--- src/rtl/conv_channel_scheduler.sv ---
// ---------------------------------------------------------------------------
// conv_channel_scheduler
//
// Sequences a multi-channel convolution job through a streaming conv engine.
// For each input channel it forwards IMG_WIDTH*IMG_HEIGHT source pixels to
// the engine, pushes FLUSH_LEN zero pixels to drain the line buffers, then
// waits for the engine to finish the frame (end-of-frame pulse, full output
// count, or a bounded timeout) before moving to the next channel.
//
// Ports
//   clk            clock, rising edge
//   reset          asynchronous active-high reset
//   start          one-cycle job request, honoured only in IDLE
//   src_valid      source pixel valid
//   src_data       source pixel
//   src_ready      scheduler accepts a source pixel this cycle
//   eng_valid_in   pixel strobe to the conv engine (registered)
//   eng_data_in    pixel to the conv engine (registered, holds when idle)
//   eng_valid_out  engine output-pixel strobe
//   eng_done       engine end-of-frame pulse
//   ch_idx         current channel index
//   busy           high in every state except IDLE
//   ch_done        one-cycle pulse when a channel completes
//   job_done       one-cycle pulse when the last channel completes
//   timeout_err    sticky drain-timeout flag, cleared by reset or accepted start
// ---------------------------------------------------------------------------
module conv_channel_scheduler #(
    parameter int DATA_WIDTH = 32,
    parameter int IMG_WIDTH  = 56,
    parameter int IMG_HEIGHT = 56,
    parameter int NUM_CH     = 64,
    parameter int FLUSH_LEN  = IMG_WIDTH + 1,
    parameter int TIMEOUT    = 1024
) (
    input  logic                  clk,
    input  logic                  reset,
    input  logic                  start,
    input  logic                  src_valid,
    input  logic [DATA_WIDTH-1:0] src_data,
    output logic                  src_ready,
    output logic                  eng_valid_in,
    output logic [DATA_WIDTH-1:0] eng_data_in,
    input  logic                  eng_valid_out,
    input  logic                  eng_done,
    output logic [15:0]           ch_idx,
    output logic                  busy,
    output logic                  ch_done,
    output logic                  job_done,
    output logic                  timeout_err
);

    // state  | meaning
    // -------+------------------------------------------------------------
    // IDLE   | waiting for start; no job in progress
    // STREAM | forwarding source pixels of the current channel to the engine
    // FLUSH  | pushing FLUSH_LEN zero pixels, then one quiet cycle
    // DRAIN  | waiting for eng_done, a full output count, or the timeout
    // NEXT   | single cycle: advance channel or finish the job
    typedef enum logic [2:0] {
        S_IDLE   = 3'd0,
        S_STREAM = 3'd1,
        S_FLUSH  = 3'd2,
        S_DRAIN  = 3'd3,
        S_NEXT   = 3'd4
    } state_t;

    localparam int FRAME_PIX = IMG_WIDTH * IMG_HEIGHT;
    // Counters hold the full frame count (out_cnt saturates there) and the
    // full flush length, so nothing wraps inside a channel.
    localparam int PIX_W   = $clog2(FRAME_PIX + 1);
    localparam int FLUSH_W = $clog2(FLUSH_LEN + 1);
    localparam int TMR_W   = $clog2(TIMEOUT + 1);

    localparam logic [PIX_W-1:0]   PIX_LAST  = PIX_W'(FRAME_PIX - 1);
    localparam logic [PIX_W-1:0]   PIX_TOTAL = PIX_W'(FRAME_PIX);
    localparam logic [FLUSH_W-1:0] FLUSH_END = FLUSH_W'(FLUSH_LEN);
    localparam logic [TMR_W-1:0]   TMR_LOAD  = TMR_W'(TIMEOUT - 1);
    localparam logic [15:0]        CH_LAST   = 16'(NUM_CH - 1);

    state_t                  state_q, state_d;
    logic [PIX_W-1:0]        pix_cnt_q, pix_cnt_d;
    logic [PIX_W-1:0]        out_cnt_q, out_cnt_d;
    logic [FLUSH_W-1:0]      flush_cnt_q, flush_cnt_d;
    logic [TMR_W-1:0]        drain_tmr_q, drain_tmr_d;
    logic [15:0]             ch_idx_q, ch_idx_d;
    logic                    eng_valid_in_q, eng_valid_in_d;
    logic [DATA_WIDTH-1:0]   eng_data_in_q, eng_data_in_d;
    logic                    ch_done_q, ch_done_d;
    logic                    job_done_q, job_done_d;
    logic                    timeout_err_q, timeout_err_d;

    always_comb begin
        state_d        = state_q;
        pix_cnt_d      = pix_cnt_q;
        out_cnt_d      = out_cnt_q;
        flush_cnt_d    = flush_cnt_q;
        drain_tmr_d    = drain_tmr_q;
        ch_idx_d       = ch_idx_q;
        eng_valid_in_d = 1'b0;
        eng_data_in_d  = eng_data_in_q;
        ch_done_d      = 1'b0;
        job_done_d     = 1'b0;
        timeout_err_d  = timeout_err_q;

        // The engine may start producing output while this channel is still
        // streaming or flushing, so output pulses count in all three phases.
        if ((state_q == S_STREAM || state_q == S_FLUSH || state_q == S_DRAIN) &&
            eng_valid_out && (out_cnt_q != PIX_TOTAL)) begin
            out_cnt_d = out_cnt_q + PIX_W'(1);
        end

        case (state_q)
            S_IDLE: begin
                // job_done_q high means the previous job finished this very
                // cycle; a start coinciding with it is dropped.
                if (start && !job_done_q) begin
                    state_d       = S_STREAM;
                    ch_idx_d      = '0;
                    pix_cnt_d     = '0;
                    out_cnt_d     = '0;
                    timeout_err_d = 1'b0;
                end
            end

            S_STREAM: begin
                // src_ready is high for the whole state, so valid == accept.
                if (src_valid) begin
                    eng_valid_in_d = 1'b1;
                    eng_data_in_d  = src_data;
                    if (pix_cnt_q == PIX_LAST) begin
                        pix_cnt_d   = '0;
                        flush_cnt_d = '0;
                        state_d     = S_FLUSH;
                    end else begin
                        pix_cnt_d = pix_cnt_q + PIX_W'(1);
                    end
                end
            end

            S_FLUSH: begin
                // FLUSH_LEN cycles register a zero pixel; the extra cycle at
                // the end lets the last one leave the output register before
                // DRAIN, so eng_valid_in is low for all of DRAIN.
                if (flush_cnt_q == FLUSH_END) begin
                    drain_tmr_d = TMR_LOAD;
                    state_d     = S_DRAIN;
                end else begin
                    eng_valid_in_d = 1'b1;
                    eng_data_in_d  = '0;
                    flush_cnt_d    = flush_cnt_q + FLUSH_W'(1);
                end
            end

            S_DRAIN: begin
                if (eng_done || (out_cnt_q == PIX_TOTAL)) begin
                    ch_done_d = 1'b1;
                    state_d   = S_NEXT;
                end else if (drain_tmr_q == '0) begin
                    timeout_err_d = 1'b1;
                    ch_done_d     = 1'b1;
                    state_d       = S_NEXT;
                end else begin
                    drain_tmr_d = drain_tmr_q - TMR_W'(1);
                end
            end

            S_NEXT: begin
                if (ch_idx_q == CH_LAST) begin
                    job_done_d = 1'b1;
                    state_d    = S_IDLE;
                end else begin
                    ch_idx_d  = ch_idx_q + 16'd1;
                    out_cnt_d = '0;
                    pix_cnt_d = '0;
                    state_d   = S_STREAM;
                end
            end

            default: begin
                state_d = S_IDLE;
            end
        endcase
    end

    always_ff @(posedge clk or posedge reset) begin
        if (reset) begin
            state_q        <= S_IDLE;
            pix_cnt_q      <= '0;
            out_cnt_q      <= '0;
            flush_cnt_q    <= '0;
            drain_tmr_q    <= '0;
            ch_idx_q       <= '0;
            eng_valid_in_q <= 1'b0;
            eng_data_in_q  <= '0;
            ch_done_q      <= 1'b0;
            job_done_q     <= 1'b0;
            timeout_err_q  <= 1'b0;
        end else begin
            state_q        <= state_d;
            pix_cnt_q      <= pix_cnt_d;
            out_cnt_q      <= out_cnt_d;
            flush_cnt_q    <= flush_cnt_d;
            drain_tmr_q    <= drain_tmr_d;
            ch_idx_q       <= ch_idx_d;
            eng_valid_in_q <= eng_valid_in_d;
            eng_data_in_q  <= eng_data_in_d;
            ch_done_q      <= ch_done_d;
            job_done_q     <= job_done_d;
            timeout_err_q  <= timeout_err_d;
        end
    end

    // Decoded straight from the state register so both drop with reset.
    assign src_ready    = (state_q == S_STREAM);
    assign busy         = (state_q != S_IDLE);
    assign eng_valid_in = eng_valid_in_q;
    assign eng_data_in  = eng_data_in_q;
    assign ch_idx       = ch_idx_q;
    assign ch_done      = ch_done_q;
    assign job_done     = job_done_q;
    assign timeout_err  = timeout_err_q;

endmodule

--- config.mk ---
export PLATFORM = sky130hd
export DESIGN_NAME = conv_channel_scheduler
export DESIGN_NICKNAME = d
export VERILOG_FILES = /design/src/rtl/conv_channel_scheduler.sv
export SDC_FILE = /design/constraint.sdc
export NUM_CORES = 1
export LEC_CHECK = 0
export CAP_MARGIN = 0
export CORE_ASPECT_RATIO = 0.5
export CORE_MARGIN = 4
export CORE_UTILIZATION = 53
export DETAILED_ROUTE_END_ITERATION = 12
export DONT_BUFFER_PORTS = 1
export PLACE_DENSITY = 0.68
export SLEW_MARGIN = 5
export SYNTH_ARGS = -nofsm -noshare
export SYNTH_HDL_FRONTEND = slang
export SYNTH_SLANG_ARGS = --single-unit
--- constraint.sdc ---
create_clock -name clk -period 4.51 [get_ports clk]
set_clock_uncertainty 0.1 [all_clocks]
set_input_delay 0.902 -clock clk [delete_from_list [all_inputs] [get_ports clk]]
set_output_delay 0.902 -clock clk [all_outputs]
set_load 0.01 [all_outputs]
==> impl_metrics.csv <==
group,metric,value,unit
finish,layout_commonest_cell,"nand2_1",
routing,drt-wirelength-per-cell,16.5,µm
logic_synthesis,synth.area.top_cells,"dfrtp_1, nand2_1, nand3_1",
sta,hold_viol,0,
pwr,ir_worst_vdd,236,µV
placed_design,dp_cells,619,
sta,setup-tns-final,0,ps
logic_synthesis,syn_nets,563,
sta,period_needed,3080,ps
routing,viasPerCell,5.82,
clock_network,numCtsBuffers,9,
critical_path,start_kind,"flop",
placed_design,dp_hpwl,7170,µm
floorplanning,core,0.00871,mm²
floorplanning,num_rows,24,
logic_synthesis,ys_seq_area_share,50.6,%
logic_synthesis,syn-cell-area,0.00475,mm²
clock_network,cts_hold_buf,0,
critical_path,required,4690,ps
pwr,leakage,0.00227,µW
global_route,antenna_found_initial,0,
sta,slew_headroom,24.6,%
sta,slew_viol_final,0,
sta,hold_ws,388,ps
clock_network,cts_sinks,96,
sta,setup_violations,0,
routing,vias,3696,
logic_synthesis,synth_top_area_share,50.6,%
worst_hold_path,hold_class,"flop to flop",
clock_network,cts_setup_buffers,0,
finish,insertedDiodeCount,0,
logic_synthesis,synth-main-ff-cell,"dfrtp_1",
logic_synthesis,async_reset_ff_share,100,%
sta,fmax,325,MHz
worst_hold_path,holdPathStages,1,
floorplanning,design.portCount,92,
critical_path,worstSetupPathType,"flop to flop",
placed_design,place.gp.congestion,0.845,
critical_path,end_kind,"flop",
sta,period_share,68.2,%
logic_synthesis,yosys_register_bits,96,
finish,drive_above_1_share,7.14,%
pwr,powerDensity,397,mW/mm²
finish,final_cell_mix,"nand2_1, dfrtp_1, nand3_1",
global_route,grt_max_degree,76,
routing,remaining_drc_errors,0,
logic_synthesis,netlist_instances,517,
global_route,grt_use_total,20.6,%
finish,fin_cells,635,
clock_network,insertion_delay,350,ps
global_route,grt.overflow.total,0,
global_route,grt_pass1_wl,17500,µm
clock_network,htreeDepth,3,
placed_design,preCtsSetupSlack,1400,ps
critical_path,arrival,3260,ps
sta,fin_ws,1430,ps
routing,dr.first_iter.drc_count,203,
floorplanning,die-area,0.0106,mm²
placed_design,placed_area,0.00485,mm²
placed_design,io_buffers,0,
clock_network,cts_tree,"yes",
routing,drt-pass1-iter-count,4,
critical_path,crit_fanout,35,
finish,nets,559,
floorplanning,die_y,74.9,µm
logic_synthesis,avgSynthCellArea,9.18,µm²
routing,antenna_left,0,
routing,drt-total-wl,10500,µm
logic_synthesis,synth-edff-count,0,
floorplanning,die_w,142,µm
logic_synthesis,yosys.area.top_type,"dfrtp_1",
logic_synthesis,yosys_warnings,0,
floorplanning,start_util,54.5,%
finish,area_delta_synth_final,9.01,%
sta,rsz0062_at_grt,"false",
clock_network,ctsResizeCount,0,
clock_network,clockRootBuffer,"clkbuf_16",
job,maxCapViolCount,0,
finish,fillers,770,
clock_network,clockBufferDepth,2,
finish,final_area,0.00517,mm²
critical_path,r2r_cells,6,
clock_network,clkTransAtPathRegs,70,ps
logic_synthesis,ys_types,57,
sta,worst_pin_slew,1130,ps
outcome,status,"complete, no violations",
global_route,grt_pass1_vias,3476,
## worst paths after layout
check / start / to / slack (ps)
worst max-delay path: state_q[0] / eng_data_in[11] / 1430
worst min-delay path: pix_cnt_q[11] / pix_cnt_q[11] / 390
worst max register to register: state_q[0] / eng_data_in[11] / 1430
worst min register to register: pix_cnt_q[11] / pix_cnt_q[11] / 390
max in group asynchronous: reset / eng_data_in[18] / 2990
min in group asynchronous: reset / pix_cnt_q[4] / 520
## stage by stage
stage / power (µW) / util [%]
floorplan: 1190 / -
global placement: 1240 / 55.7
detailed placement: 1250 / 55.7
CTS: 2080 / 59.4
global route: 2150 / 59.4
finish: 2060 / 59.4
## worst max-delay path, cell delays in order (launching register included)
cell	delay [ps]
dfrtp_1	570
or3b_1	930
o21ba_2	300
nor2_2	660
buf_4	330
nand2_1	70
nand2_1	60
## Yosys cell counts, types with 3 or more instances
| master | number |
|---|---|
| nand4_1 | 11 |
| xor2_1 | 15 |
| inv_1 | 12 |
| o21ai_0 | 22 |
| o21a_1 | 3 |
| buf_1 | 3 |
| a21oi_1 | 9 |
| a31oi_1 | 6 |
| o22ai_1 | 4 |
| and3_1 | 4 |
| nand2b_1 | 5 |
| nor3_1 | 10 |
| nor4_1 | 4 |
| a211oi_1 | 4 |
| or3_1 | 7 |
| o211ai_1 | 3 |
| nor3b_1 | 3 |
| and2_1 | 3 |
| o31ai_1 | 4 |
| nor2_1 | 54 |
| ha_1 | 8 |
| xnor2_1 | 9 |
| dfrtp_1 | 96 |
| and4_1 | 7 |
| nand2_1 | 97 |
| nand3_1 | 54 |
| o41ai_1 | 4 |
| or4_1 | 4 |
| clkbuf_1 | 15 |
## cells by family after synthesis
logic type	Yosys count	share of synthesized area, %
AND/OR/NAND/NOR	280	29.1
flip-flops	96	50.6
AO/OA/AOI/OAI	74	10.4
buffers and inverters	32	2.71
XOR/XNOR	24	4.43
adder cells (fa/ha/maj)	8	2.11
multiplexers	3	0.659
## per-layer routing
layer	part of all wire (%)	GRT usage (%)	up-vias
met1	48	28.6	1770
li1	-	-	1813
met5	0	0	-
met3	9.0	9.14	10
met4	0.87	5.21	0
met2	42	30.0	103
## registers in the layout (all words and copies together) (netlist names)
register      count
out_cnt_q        12
drain_tmr_q      11
timeout_err       1
eng_data_in      32
pix_cnt_q        12
job_done          1
flush_cnt_q       6
ch_idx           16
state_q           3
eng_valid_in      1
ch_done           1
## report_power, final
part	switching (µW)	internal (µW)	total, µW
combinational	110	78.8	189
sequential	104	942	1050
clock	333	488	821
## area by class of cell
cell class | instances | area, µm² | share of cell area (%)
multi-input cells | 389 | 2220 | 42.9
flip-flops and latches | 96 | 2400 | 46.4
well taps | 117 | 146 | 2.83
clock buffers | 10 | 229 | 4.42
inverters | 12 | 47.5 | 0.919
repair buffers | 5 | 37.5 | 0.725
clock inverters | 6 | 91.3 | 1.76
Note: power is estimated with default switching activity, not from simulation.
